## src/rtl/if_fetch.sv

```systemverilog
// Instruction-fetch stage: owns the PC, issues instruction-bus reads, absorbs
// bus wait states, and applies branch redirects and exception flushes. The
// fetched {pc, inst} pair goes to the IF/ID register. A stall request is raised
// whenever no instruction can be presented this cycle.
module if_fetch #(
    parameter logic [31:0] RESET_PC = 32'hBFC0_0000
) (
    input  logic        clk,
    input  logic        rst,
    input  logic [5:0]  stall,
    input  logic        flush_i,
    input  logic [31:0] new_pc_i,
    input  logic        branch_flag_i,
    input  logic [31:0] branch_target_i,
    output logic        ibus_req_o,
    output logic [31:0] ibus_addr_o,
    input  logic        ibus_ack_i,
    input  logic [31:0] ibus_rdata_i,
    output logic [31:0] if_pc_o,
    output logic [31:0] if_inst_o,
    output logic        stallreq_o
);

    typedef enum logic [1:0] {
        FETCH = 2'd0,
        HOLD  = 2'd1,
        DROP  = 2'd2
    } state_t;

    state_t      state_reg;
    logic [31:0] pc_reg;
    logic [31:0] buf_inst_reg;
    logic        buf_valid_reg;
    logic [31:0] drop_addr_reg;
    logic        br_pend_reg;
    logic [31:0] br_tgt_reg;

    logic        avail;
    logic [31:0] word;
    logic        accept;
    logic        br_now;
    logic [31:0] pc_next;

    // stall[0] always accompanies stall[1]; the higher bits belong to later stages
    logic unused_stall;
    assign unused_stall = &{1'b0, stall[5:3], stall[0]};

    // Availability, presented word, accept condition and next-PC selection
    always_comb begin
        avail   = (state_reg == FETCH && ibus_ack_i) || (state_reg == HOLD && buf_valid_reg);
        word    = (state_reg == HOLD) ? buf_inst_reg : ibus_rdata_i;
        accept  = ((state_reg == FETCH && ibus_ack_i) || state_reg == HOLD) && !stall[1];
        br_now  = branch_flag_i && !stall[2];
        if (br_now) begin
            pc_next = branch_target_i;
        end else if (br_pend_reg) begin
            pc_next = br_tgt_reg;
        end else begin
            pc_next = pc_reg + 32'd4;
        end
    end

    // Output drive; everything is forced quiet while reset is asserted
    always_comb begin
        ibus_req_o  = 1'b0;
        ibus_addr_o = 32'h0;
        if_pc_o     = 32'h0;
        if_inst_o   = 32'h0;
        stallreq_o  = 1'b0;
        if (!rst) begin
            ibus_req_o  = (state_reg != HOLD);
            ibus_addr_o = (state_reg == DROP) ? drop_addr_reg : pc_reg;
            if_pc_o     = pc_reg;
            if_inst_o   = avail ? word : 32'h0;
            stallreq_o  = !avail && !flush_i;
        end
    end

    // Fetch state machine: flush overrides everything, then normal fetch flow
    always_ff @(posedge clk) begin
        if (rst) begin
            state_reg     <= FETCH;
            pc_reg        <= RESET_PC;
            buf_inst_reg  <= 32'h0;
            buf_valid_reg <= 1'b0;
            drop_addr_reg <= 32'h0;
            br_pend_reg   <= 1'b0;
            br_tgt_reg    <= 32'h0;
        end else if (flush_i) begin
            buf_valid_reg <= 1'b0;
            br_pend_reg   <= 1'b0;
            pc_reg        <= new_pc_i;
            case (state_reg)
                FETCH: begin
                    // An unacked request cannot be withdrawn; remember it and drain it
                    if (!ibus_ack_i) begin
                        drop_addr_reg <= pc_reg;
                        state_reg     <= DROP;
                    end else begin
                        state_reg <= FETCH;
                    end
                end
                HOLD:    state_reg <= FETCH;
                default: state_reg <= DROP;
            endcase
        end else begin
            case (state_reg)
                FETCH: begin
                    if (ibus_ack_i && stall[1]) begin
                        buf_inst_reg  <= ibus_rdata_i;
                        buf_valid_reg <= 1'b1;
                        state_reg     <= HOLD;
                    end
                end
                HOLD: begin
                    if (!stall[1]) begin
                        buf_valid_reg <= 1'b0;
                        state_reg     <= FETCH;
                    end
                end
                default: begin
                    if (ibus_ack_i) begin
                        state_reg <= FETCH;
                    end
                end
            endcase
            // The instruction in flight is the delay slot, so a branch seen
            // before it is accepted is deferred rather than applied
            if (accept) begin
                pc_reg      <= pc_next;
                br_pend_reg <= 1'b0;
            end else if (br_now) begin
                br_pend_reg <= 1'b1;
                br_tgt_reg  <= branch_target_i;
            end
        end
    end

endmodule

```

## config.mk

```make
export PLATFORM = sky130hd
export DESIGN_NAME = if_fetch
export DESIGN_NICKNAME = d
export VERILOG_FILES = /design/src/rtl/if_fetch.sv
export SDC_FILE = /design/constraint.sdc
export NUM_CORES = 1
export LEC_CHECK = 0
export CAP_MARGIN = 0
export CORE_ASPECT_RATIO = 1.5
export CORE_MARGIN = 8
export CORE_UTILIZATION = 44
export DETAILED_ROUTE_END_ITERATION = 8
export PLACE_DENSITY_LB_ADDON = 0.25
export SYNTH_ARGS = -nofsm -noshare
export SYNTH_HDL_FRONTEND = slang
export SYNTH_SLANG_ARGS = --single-unit
```

## constraint.sdc

```tcl
create_clock -name clk -period 1.7 [get_ports clk]
set_clock_uncertainty 0.05 [all_clocks]
set_input_delay 0.34 -clock clk [delete_from_list [all_inputs] [get_ports clk]]
set_output_delay 0.34 -clock clk [all_outputs]
set_load 0.02 [all_outputs]
```

==> flow_summary.ini <==
[die]
start_util_pct = 44.6
chipWidth_um = 122
die_area_mm2 = 0.0214
core_mm2 = 0.0167
die_y_um = 175
rows = 58
io_pins = 205

[power_and_ir_drop]
clkPwrFrac_pct = 39.3
p_leak_nw = 5.52
p_int_mw = 7.28
ir_drop_mv = 0.565
swShare_pct = 30.4
power_switching_mw = 3.18
comb_power_share_pct = 27.8
power_density_mw_per_mm2 = 764
seq_power_share_pct = 32.9

[final_layout]
layout.cells.non_filler = 1648
drive_gt1_share_pct = 43.6
fillers = 942
fin_nets = 1534
finish.utilization_pct = 82.0
stdcell_area_mm2 = 0.0137
area_growth_pct = 84.0

[synth]
synth.net_count = 1206
ys.warnings.count = 0
synth_cell_type_count = 65
synthFlopType = dfxtp_1
ys_async_sr_fraction_pct = 0
synth_seq_cells = 132
synth_edf_count = 0
avgSynthCellArea_um2 = 6.77
syn_inst = 1098
yosysSeqAreaShare_pct = 35.5
syn-cell-area_mm2 = 0.00744

[min_path]
min_from = rst
min_path_type = in2reg
holdPathStages = 3
hold_end = drop_addr_reg[15]$_SDFFE_PP0P_

[routing]
via_per_inst = 6.32
drt_iter0_drc = 1368
drt.antenna.violating_nets = 0
vias = 10423
drc_errors = 0
wl_mm = 38.9
wl_per_cell_um = 23.6
dr.pass1.iters = 7

[placement]
numPortBuffers = 200
gp_congestion = 0.916
placedCellCount = 1574
placed_area_mm2 = 0.0112
pre_cts_ws_ns = -0.798
dp_hpwl_mm = 21.2

[worst_setup_path]
cp_data_required_time_ns = 1.31
r2r-start = state_reg[0]$_SDFFE_PP0P_
reg2reg_slack_ns = -0.37
r2r_end = drop_addr_reg[27]$_SDFFE_PP0P_
start_kind = flop
path_max_fanout = 8
r2r_cells = 10
cp-end-kind = output port
startpoint = state_reg[0]$_SDFFE_PP0P_
worstSetupPathType = reg2out
arrival_ns = 1.74

[grt]
antenna_found_initial = 1
grt_pass1_wl_mm = 51.4
globalRouteOverflowTotal = 0
grt_pass1_vias = 9840
grt_max_degree = 47
grt_use_total_pct = 30.1

[clock_network]
cts.sinks = 132
clockBufferDepth = 2
clk-insertion-delay-late_ns = 0.43
cts_tree = yes
cts_inserted_buffers = 17
cts_max_level = 4
clk_pin_slew_ns = 0.07
ctsRootBufferMaster = clkbuf_16

[timing]
slew-limit-headroom_pct = 60.0
post-route-period-util_pct = 125
fmax_mhz = 469
setup_viol = 166
finalWorstSetupSlack_ns = -0.433
tightest_slew_ns = 0.593
rsz0062_at_grt = yes
hold_viol = 0
slew_violations = 0
fin_crit_ns = 2.13

[flow_run]
drv_cap = 0

[run_status]
status = complete, but fails checks
violations = negative setup slack
cell usage after synthesis (6+ instances only):
cell type | count | share of area [%]
nand2_1 | 376 | 19
clkbuf_1 | 57 | 2.9
nor2b_1 | 32 | 2.7
nand2b_1 | 8 | 0.67
a31oi_1 | 14 | 1.2
o211ai_1 | 10 | 1.0
mux2i_1 | 7 | 0.94
and3_1 | 17 | 1.4
buf_1 | 7 | 0.35
inv_1 | 8 | 0.40
a21oi_1 | 176 | 12
nor2_1 | 46 | 2.3
nand4_1 | 11 | 0.93
nand3_1 | 25 | 1.7
buf_2 | 38 | 2.6
o21ai_0 | 13 | 0.87
a22o_1 | 6 | 0.71
o41ai_1 | 7 | 0.82
dfxtp_1 | 132 | 36
a211oi_1 | 13 | 1.3
worst max-delay path by stage:
stage / end / slack (ns) / depth (start not counted)
2_1_floorplan: ibus_addr_o[0] / -0.07 / 4
3_3_place_gp: if_inst_o[31] / -0.79 / 8
3_5_place_dp: if_inst_o[31] / -0.80 / 8
4_1_cts: if_inst_o[12] / -0.41 / 7
5_1_grt: if_inst_o[7] / -0.48 / 6
6_report: if_inst_o[7] / -0.43 / 6
layer usage:
metal,GRT usage [%],part of all wire [%]
met1,32.4,33
met2,51.8,48
met3,7.27,11
met5,0,0
met4,18.1,8.8
worst max-delay path, cell delays in order (launching register included):
cell     delay [ns]
dfxtp_4        0.36
mux2i_2        0.17
nor2_4         0.18
nand2_8        0.12
buf_16         0.19
a21oi_2        0.14
buf_6          0.14
cell usage in the layout, fill, tap and decap left out, types with 10 or more instances in the layout:
cell,synthesis,routed
nand2_1,376,289
buf_4,0,160
dfxtp_1,132,104
clkdlybuf4s50_1,0,98
a21oi_2,0,73
a21oi_1,176,72
buf_6,0,72
nand2_2,0,56
nor2_1,46,38
a21oi_4,1,32
nand2_4,0,29
buf_12,0,29
nor2b_1,32,27
clkbuf_16,0,23
nand3_1,25,22
dfxtp_2,0,20
a31oi_1,14,14
and3_1,17,12
o21ai_0,13,11
nand4_1,11,11
o211ai_1,10,10
a211oi_1,13,10
buf_2,38,10
through the flow:
step	total power, mW	TNS [ns]	hold WS (ns)
6_report	10.5	-46.12	0.226
5_1_grt	10.7	-50.83	0.220
4_1_cts	9.96	-34.82	0.233
3_5_place_dp	5.71	-95.63	0.394
3_3_place_gp	5.67	-93.68	0.388
2_1_floorplan	4.51	-0.134	0.382
power groups by stage:
stage | combinational, mW | sequential [mW] | clock (mW)
2_1_floorplan | 1.13 | 3.38 | 0
3_3_place_gp | 2.23 | 3.45 | 0
3_5_place_dp | 2.25 | 3.45 | 0
4_1_cts | 2.50 | 3.40 | 4.06
5_1_grt | 3.02 | 3.45 | 4.25
6_report | 2.91 | 3.44 | 4.11
cells by family (layout without fill, tap and decap cells):
group	Yosys count	after routing	share of synthesized area (%)
AND/OR/NAND/NOR	553	553	32.7
AO/OA/AOI/OAI	286	286	23.5
flip-flops	132	132	35.5
buffers and inverters	111	450	6.24
XOR/XNOR	8	8	0.942
multiplexers	7	7	0.942
adder cells (fa/ha/maj)	1	1	0.168
other	0	1	0
area by class of cell:
cell class | instances | area (um^2) | share of cell area (%)
diodes | 1 | 2.50 | 0.0183
clock buffers | 21 | 460 | 3.36
clock inverters | 9 | 178 | 1.30
inverters | 9 | 35.0 | 0.256
multi-input cells | 855 | 5780 | 42.2
flip-flops and latches | 132 | 2700 | 19.7
well taps | 210 | 263 | 1.92
repair buffers | 411 | 4270 | 31.2
repair_timing:
item                       4_1_cts  5_1_grt
resized for setup              560      257
gates cloned                    12        7
pin swaps                       34       78
setup buffers                   15       17
hold buffers                     0        0
setup endpoints to repair      191      215
No activity file was read; power rests on OpenSTA's default activity.
